==> config.mk <==
export PLATFORM = sky130hd
export DESIGN_NAME = dma_fifo_reader
export DESIGN_NICKNAME = d
export VERILOG_FILES = /design/src/rtl/dma_pkg.sv /design/src/rtl/dma_fifo_reader.sv
export SDC_FILE = /design/constraint.sdc
export NUM_CORES = 1
export LEC_CHECK = 0
export BUFFER_PORTS_ARGS = -buffer_cell sky130_fd_sc_hd__buf_2
export CAP_MARGIN = 20
export CORE_ASPECT_RATIO = 1.5
export CORE_MARGIN = 5
export CORE_UTILIZATION = 46
export DETAILED_ROUTE_END_ITERATION = 16
export GPL_TIMING_DRIVEN = 0
export PLACE_DENSITY = 0.77
export REMOVE_ABC_BUFFERS = 1
export SLEW_MARGIN = 0
export SYNTH_ARGS = -nofsm -noshare
export SYNTH_HDL_FRONTEND = slang
export SYNTH_SLANG_ARGS = --single-unit
==> constraint.sdc <==
create_clock -name clk -period 1.9 [get_ports clk]
set_clock_uncertainty 0.05 [all_clocks]
set_input_delay 0.095 -clock clk [delete_from_list [all_inputs] [get_ports clk]]
set_output_delay 0.095 -clock clk [all_outputs]
set_load 0.01 [all_outputs]
==> src/rtl/dma_pkg.sv <==
// Shared types and default widths for the DMA FIFO-to-memory reader, its FIFO and the bench.
package dma_pkg;

    localparam int unsigned DMA_WIDTH  = 32;
    localparam int unsigned DMA_ADDR_W = 16;
    localparam int unsigned DMA_LEN_W  = 16;

    typedef enum logic [2:0] {
        ST_IDLE    = 3'd0,
        ST_FETCH   = 3'd1,
        ST_CAPTURE = 3'd2,
        ST_WRITE   = 3'd3,
        ST_FINISH  = 3'd4
    } dma_state_e;

endpackage

==> src/rtl/dma_fifo_reader.sv <==
// Drains len_words words from a FIFO and writes them to consecutive memory addresses,
// one word at a time through a single holding register.
module dma_fifo_reader
    import dma_pkg::*;
#(
    parameter int unsigned WIDTH  = DMA_WIDTH,
    parameter int unsigned ADDR_W = DMA_ADDR_W,
    parameter int unsigned LEN_W  = DMA_LEN_W
) (
    input  logic              clk,
    input  logic              rst,
    input  logic              start,
    input  logic [ADDR_W-1:0] base_addr,
    input  logic [LEN_W-1:0]  len_words,
    output logic              busy,
    output logic              done,
    output logic              fifo_rd_en,
    input  logic [WIDTH-1:0]  fifo_rdata,
    input  logic              fifo_empty,
    output logic              mem_valid,
    output logic [ADDR_W-1:0] mem_addr,
    output logic [WIDTH-1:0]  mem_wdata,
    input  logic              mem_ready
);

    dma_state_e        state_q;
    logic [ADDR_W-1:0] addr_q;
    logic [LEN_W-1:0]  remaining_q;
    logic [WIDTH-1:0]  hold_q;
    logic              busy_q;
    logic              done_q;
    logic              mem_valid_q;

    // Transfer FSM; status outputs are registered alongside the state transitions.
    always_ff @(posedge clk or negedge rst) begin
        if (!rst) begin
            state_q     <= ST_IDLE;
            addr_q      <= '0;
            remaining_q <= '0;
            hold_q      <= '0;
            busy_q      <= 1'b0;
            done_q      <= 1'b0;
            mem_valid_q <= 1'b0;
        end else begin
            done_q <= 1'b0;
            case (state_q)
                ST_IDLE: begin
                    if (start) begin
                        addr_q      <= base_addr;
                        remaining_q <= len_words;
                        if (len_words == '0) begin
                            state_q <= ST_FINISH;
                            done_q  <= 1'b1;
                        end else begin
                            state_q <= ST_FETCH;
                            busy_q  <= 1'b1;
                        end
                    end
                end
                ST_FETCH: begin
                    if (!fifo_empty) begin
                        state_q <= ST_CAPTURE;
                    end
                end
                ST_CAPTURE: begin
                    hold_q      <= fifo_rdata;
                    mem_valid_q <= 1'b1;
                    state_q     <= ST_WRITE;
                end
                ST_WRITE: begin
                    // Hold address and data until the memory takes the word.
                    if (mem_ready) begin
                        addr_q      <= addr_q + ADDR_W'(1);
                        remaining_q <= remaining_q - LEN_W'(1);
                        mem_valid_q <= 1'b0;
                        if (remaining_q == LEN_W'(1)) begin
                            state_q <= ST_FINISH;
                            busy_q  <= 1'b0;
                            done_q  <= 1'b1;
                        end else begin
                            state_q <= ST_FETCH;
                        end
                    end
                end
                ST_FINISH: begin
                    state_q <= ST_IDLE;
                end
                default: begin
                    state_q     <= ST_IDLE;
                    busy_q      <= 1'b0;
                    mem_valid_q <= 1'b0;
                end
            endcase
        end
    end

    // Read request is only raised in FETCH and never against an empty FIFO.
    assign fifo_rd_en = (state_q == ST_FETCH) && !fifo_empty;

    assign busy      = busy_q;
    assign done      = done_q;
    assign mem_valid = mem_valid_q;
    assign mem_addr  = addr_q;
    assign mem_wdata = hold_q;

endmodule
==> summary.md <==
| Metric | Value |
|---|---|
| Max Cap Viol | 0 |
| Async set-reset flop share out of synthesis | 1.00 |
| Buf+Inv Stages, Crit Path | 1 |
| Delay of the slowest critical-path stage | 460 ps |
| Worst-Margin Slew | 861 ps |
| Maximum number of pins on one net before global-route repair | 71 |
| Sequential fraction of the synthesis area | 0.485 |
| Drc violations | 0 |
| Count of antenna-violating nets left after detailed routing | 0 |
| Synth warn | 0 |
| TritonRoute pass-1 iters | 5 |
| Drt initial violations | 191 |
| TritonCTS buffer count | 9 |
| Per-instance average area after synthesis | 10.1 sq um |
| Number of levels the H-tree was split into | 3 |
| Hold path startpoint | fifo_empty |
| Top fanout value on the critical path | 4 |
| Congestion Overflow GR | 0 |
| Top Family by Delay on Critical Path | simple AND/OR/NAND/NOR gates |
| Failing checks | setup timing |
| Initial Utilization | 0.472 |
| Wire length of the first global-routing pass | 18300 microns |
| Row cnt | 39 |
| Power density cells | 1650 mW/mm^2 |
| Peak clock frequency supported by timing | 492 MHz |
| Clk buf depth | 2 |
| Crit path arrival time | 2180 ps |
| Buffers on Ports | 120 |
| Worst slew slack as a fraction of its limit | 0.426 |
| Number of synthesized flops with an enable pin | 0 |
| Critical-path top delay cell | sky130_fd_sc_hd__or4_4 |
| # diodes | 0 |
| Status | finished with violations |
| CTS tree | built |
| Critical Path Sink Type | register |
| Filler cells | 545 |
| Setup CP Type | reg2reg |
| CTS root buf | sky130_fd_sc_hd__clkbuf_16 |
| Clock-pin slew on the worst setup and hold paths | 60 ps |
| Fraction of layout instances using a drive strength above 1 | 0.440 |
| HPWL after DPL | 7040 microns |
| Post-detailed-route via-to-cell ratio | 5.90 |
| Area growth syn-to-layout | 48.5% |
| Core ar. | 0.00766 sq mm |
| Chip height | 119 microns |
| Final estimated routing congestion in global placement | 0.955 |
| Max-slew violation count | 0 |
| Final cycle utilization of the critical path | 1.07 |
| Total detailed-routing wirelength | 11900 microns |
| Count of cell types in the netlist | 50 |
| Post-Syn Area | 0.00361 sq mm |
| Total Die Area | 0.00976 sq mm |
| Primary FF master, synth | sky130_fd_sc_hd__dfrtp_1 |
| All-Layer GR Usage | 0.242 |
| Number of antenna violations at the first check in global routing | 0 |
| #FFs+latches synth | 70 |
| Leading cell type in the layout, fill and taps excluded | sky130_fd_sc_hd__buf_2 |
| Number of instances on the worst hold path | 4 |
| Worst R2R Path Depth | 6 |
| Cell leakage power | 2.34 nW |
| Net count of the finished layout | 601 |
| Insertion delay of the later-clocked pin in the worst-skew pair | 330 ps |
| Critical Path RT | 2050 ps |
| CTS sink cnt | 70 |
| Hold violation total from the final report | 0 |
| Worst slack at placement | -784 ps |
| Post-DR wirelength/cell | 18.6 microns |
| Peak ir drop on the vdd network | 0.953 mV |
| Reg-to-Reg End | remaining_q[14]$_DFFE_PN0P_ |
| Via count | 3750 |
| Sink of the worst hold path | state_q[1]$_DFFE_PN0P_ |
| Register-to-register setup slack | -130 ps |
| Worst reg2reg path startpoint | remaining_q[0]$_DFFE_PN0P_ |
| Final setup violating endpoints | 4 |
| Type of element launching the critical path | register |
| Worst setup slack after layout | -134 ps |
| RSZ-0062 raised after global routing | yes |
| Die width | 82.4 microns |
| Ordered list of cells on the worst path | inv_2, ha_4, or3b_4, or4_4, o311ai_2, nand4_1 |
| Total power draw | 8.83 mW |
| Boundary Pins | 121 |
| Minimum clock period | 2030 ps |
| Number of standard cells after synthesis | 359 |
| Number of global-route vias before repair | 3808 |
| Kind of path behind the tightest hold check | in2reg |
| Top library cells by usage in the layout, fill and taps aside | sky130_fd_sc_hd__buf_2, sky130_fd_sc_hd__dfrtp_1, sky130_fd_sc_hd__dlygate4sd3_1, sky130_fd_sc_hd__mux2_2 |
==> per-stage QoR <==
stage                     cell area (sq um)  TNS, ps  utilization  hold WS, ps  cells
final                                  5370     -360        0.700         27.0    636
after global routing                   5370     -712        0.700         39.7    636
after CTS                              5260     -329        0.687         1.08    632
after detailed placement               4310   -13710        0.562          218    557
after global placement                 4220  -122930        0.551          280    553
after floorplan                        3490   -75690            -         -251    331
==> per-layer routing <==
layer  track usage  wire length, microns  vias to the layer above
met5             0                     0                        -
met4         0.105                   318                        0
met3        0.0654                  1320                       28
met2         0.417                  5760                      224
met1         0.273                  4460                     1782
li1              -                     -                     1716
==> synth_stat cells (all sizes together) (2+ instances only) <==
| master | n | area share |
|---|---|---|
| o22ai | 8 | 0.014 |
| or3b | 2 | 0.0049 |
| or4 | 5 | 0.012 |
| o311ai | 2 | 0.0069 |
| a32oi | 3 | 0.0073 |
| nand3 | 16 | 0.022 |
| nand4 | 7 | 0.012 |
| inv | 6 | 0.0062 |
| nand4b | 2 | 0.0049 |
| ha | 3 | 0.010 |
| a2bb2oi | 7 | 0.017 |
| a31oi | 5 | 0.0087 |
| a41oi | 2 | 0.0049 |
| nand2 | 24 | 0.025 |
| a21oi | 24 | 0.033 |
| clkbuf | 19 | 0.021 |
| o22a | 3 | 0.0073 |
| nor2 | 24 | 0.025 |
| nor4 | 8 | 0.014 |
| a211oi | 7 | 0.015 |
| and3 | 6 | 0.010 |
| a22oi | 3 | 0.0062 |
| dfrtp | 70 | 0.48 |
| nor3b | 2 | 0.0042 |
| or3 | 5 | 0.0087 |
| o2bb2ai | 2 | 0.0049 |
| buf | 9 | 0.012 |
| o21ai | 22 | 0.030 |
| o211ai | 2 | 0.0042 |
| mux2i | 2 | 0.0055 |
| a311oi | 3 | 0.0073 |
| nand3b | 3 | 0.0062 |
| a31o | 3 | 0.0073 |
| mux2 | 32 | 0.10 |
| and4 | 3 | 0.0073 |
| nor3 | 6 | 0.0083 |
==> registers in the layout (all words and copies together) (netlist names) <==
register     cells
mem_addr        16
done             1
state_q          3
busy             1
mem_wdata       32
remaining_q     16
mem_valid        1
==> worst max path at each step <==
stage	startpoint	end	slack, ps	depth (start not counted)
floorplan	state_q[1]$_DFFE_PN0P_	mem_wdata[0]$_DFFE_PN0P_	-1640	2
global placement	state_q[1]$_DFFE_PN0P_	mem_wdata[14]$_DFFE_PN0P_	-2300	2
detailed placement	state_q[2]$_DFFE_PN0P_	mem_addr[7]$_DFFE_PN0P_	-780	5
CTS	remaining_q[7]$_DFFE_PN0P_	remaining_q[14]$_DFFE_PN0P_	-130	4
global route	remaining_q[0]$_DFFE_PN0P_	remaining_q[14]$_DFFE_PN0P_	-230	6
finish	remaining_q[0]$_DFFE_PN0P_	remaining_q[14]$_DFFE_PN0P_	-130	6
==> timing repair <==
action | CTS | global route
cloned | 2 | 0
hold buffers | 41 | 0
endpoints found under the hold margin | 110 | 0
resized for setup | 23 | 18
endpoints found under the setup margin | 60 | 11
pin swaps | 3 | 10
setup buffers | 16 | 4
==> final cells by class <==
cell class	instances	area [sq um]	share of cell area
multi-input combinational	257	1910	0.356
tap	102	128	0.0238
timing repair buffer	185	1240	0.232
clock inverter	5	58.8	0.0110
sequential	70	1760	0.328
inverter	6	22.5	0.00420
clock buffer	11	243	0.0452
==> cell families (layout without fill, tap and decap cells) <==
group / count (synthesis) / count (layout) / synth area share
DFF: 70 / 70 / 0.485
AOI/OAI and AO/OA: 99 / 100 / 0.181
and+or+nand+nor: 119 / 120 / 0.179
adders and majority gates: 3 / 3 / 0.0104
muxes: 34 / 34 / 0.105
buffers and inverters: 34 / 207 / 0.0391
==> worst register-to-register path, cell delays in order (launching register included) <==
cell	delay, ps
sky130_fd_sc_hd__dfrtp_1	410
sky130_fd_sc_hd__inv_2	100
sky130_fd_sc_hd__ha_4	150
sky130_fd_sc_hd__or3b_4	400
sky130_fd_sc_hd__or4_4	460
sky130_fd_sc_hd__o311ai_2	230
sky130_fd_sc_hd__nand4_1	110
==> report_power, final <==
group	switching, mW	internal (mW)
clock	0.613	1.05
sequential	0.720	2.24
combinational	2.23	1.98
total	3.56	5.27
(Power assumes the default switching activity.)
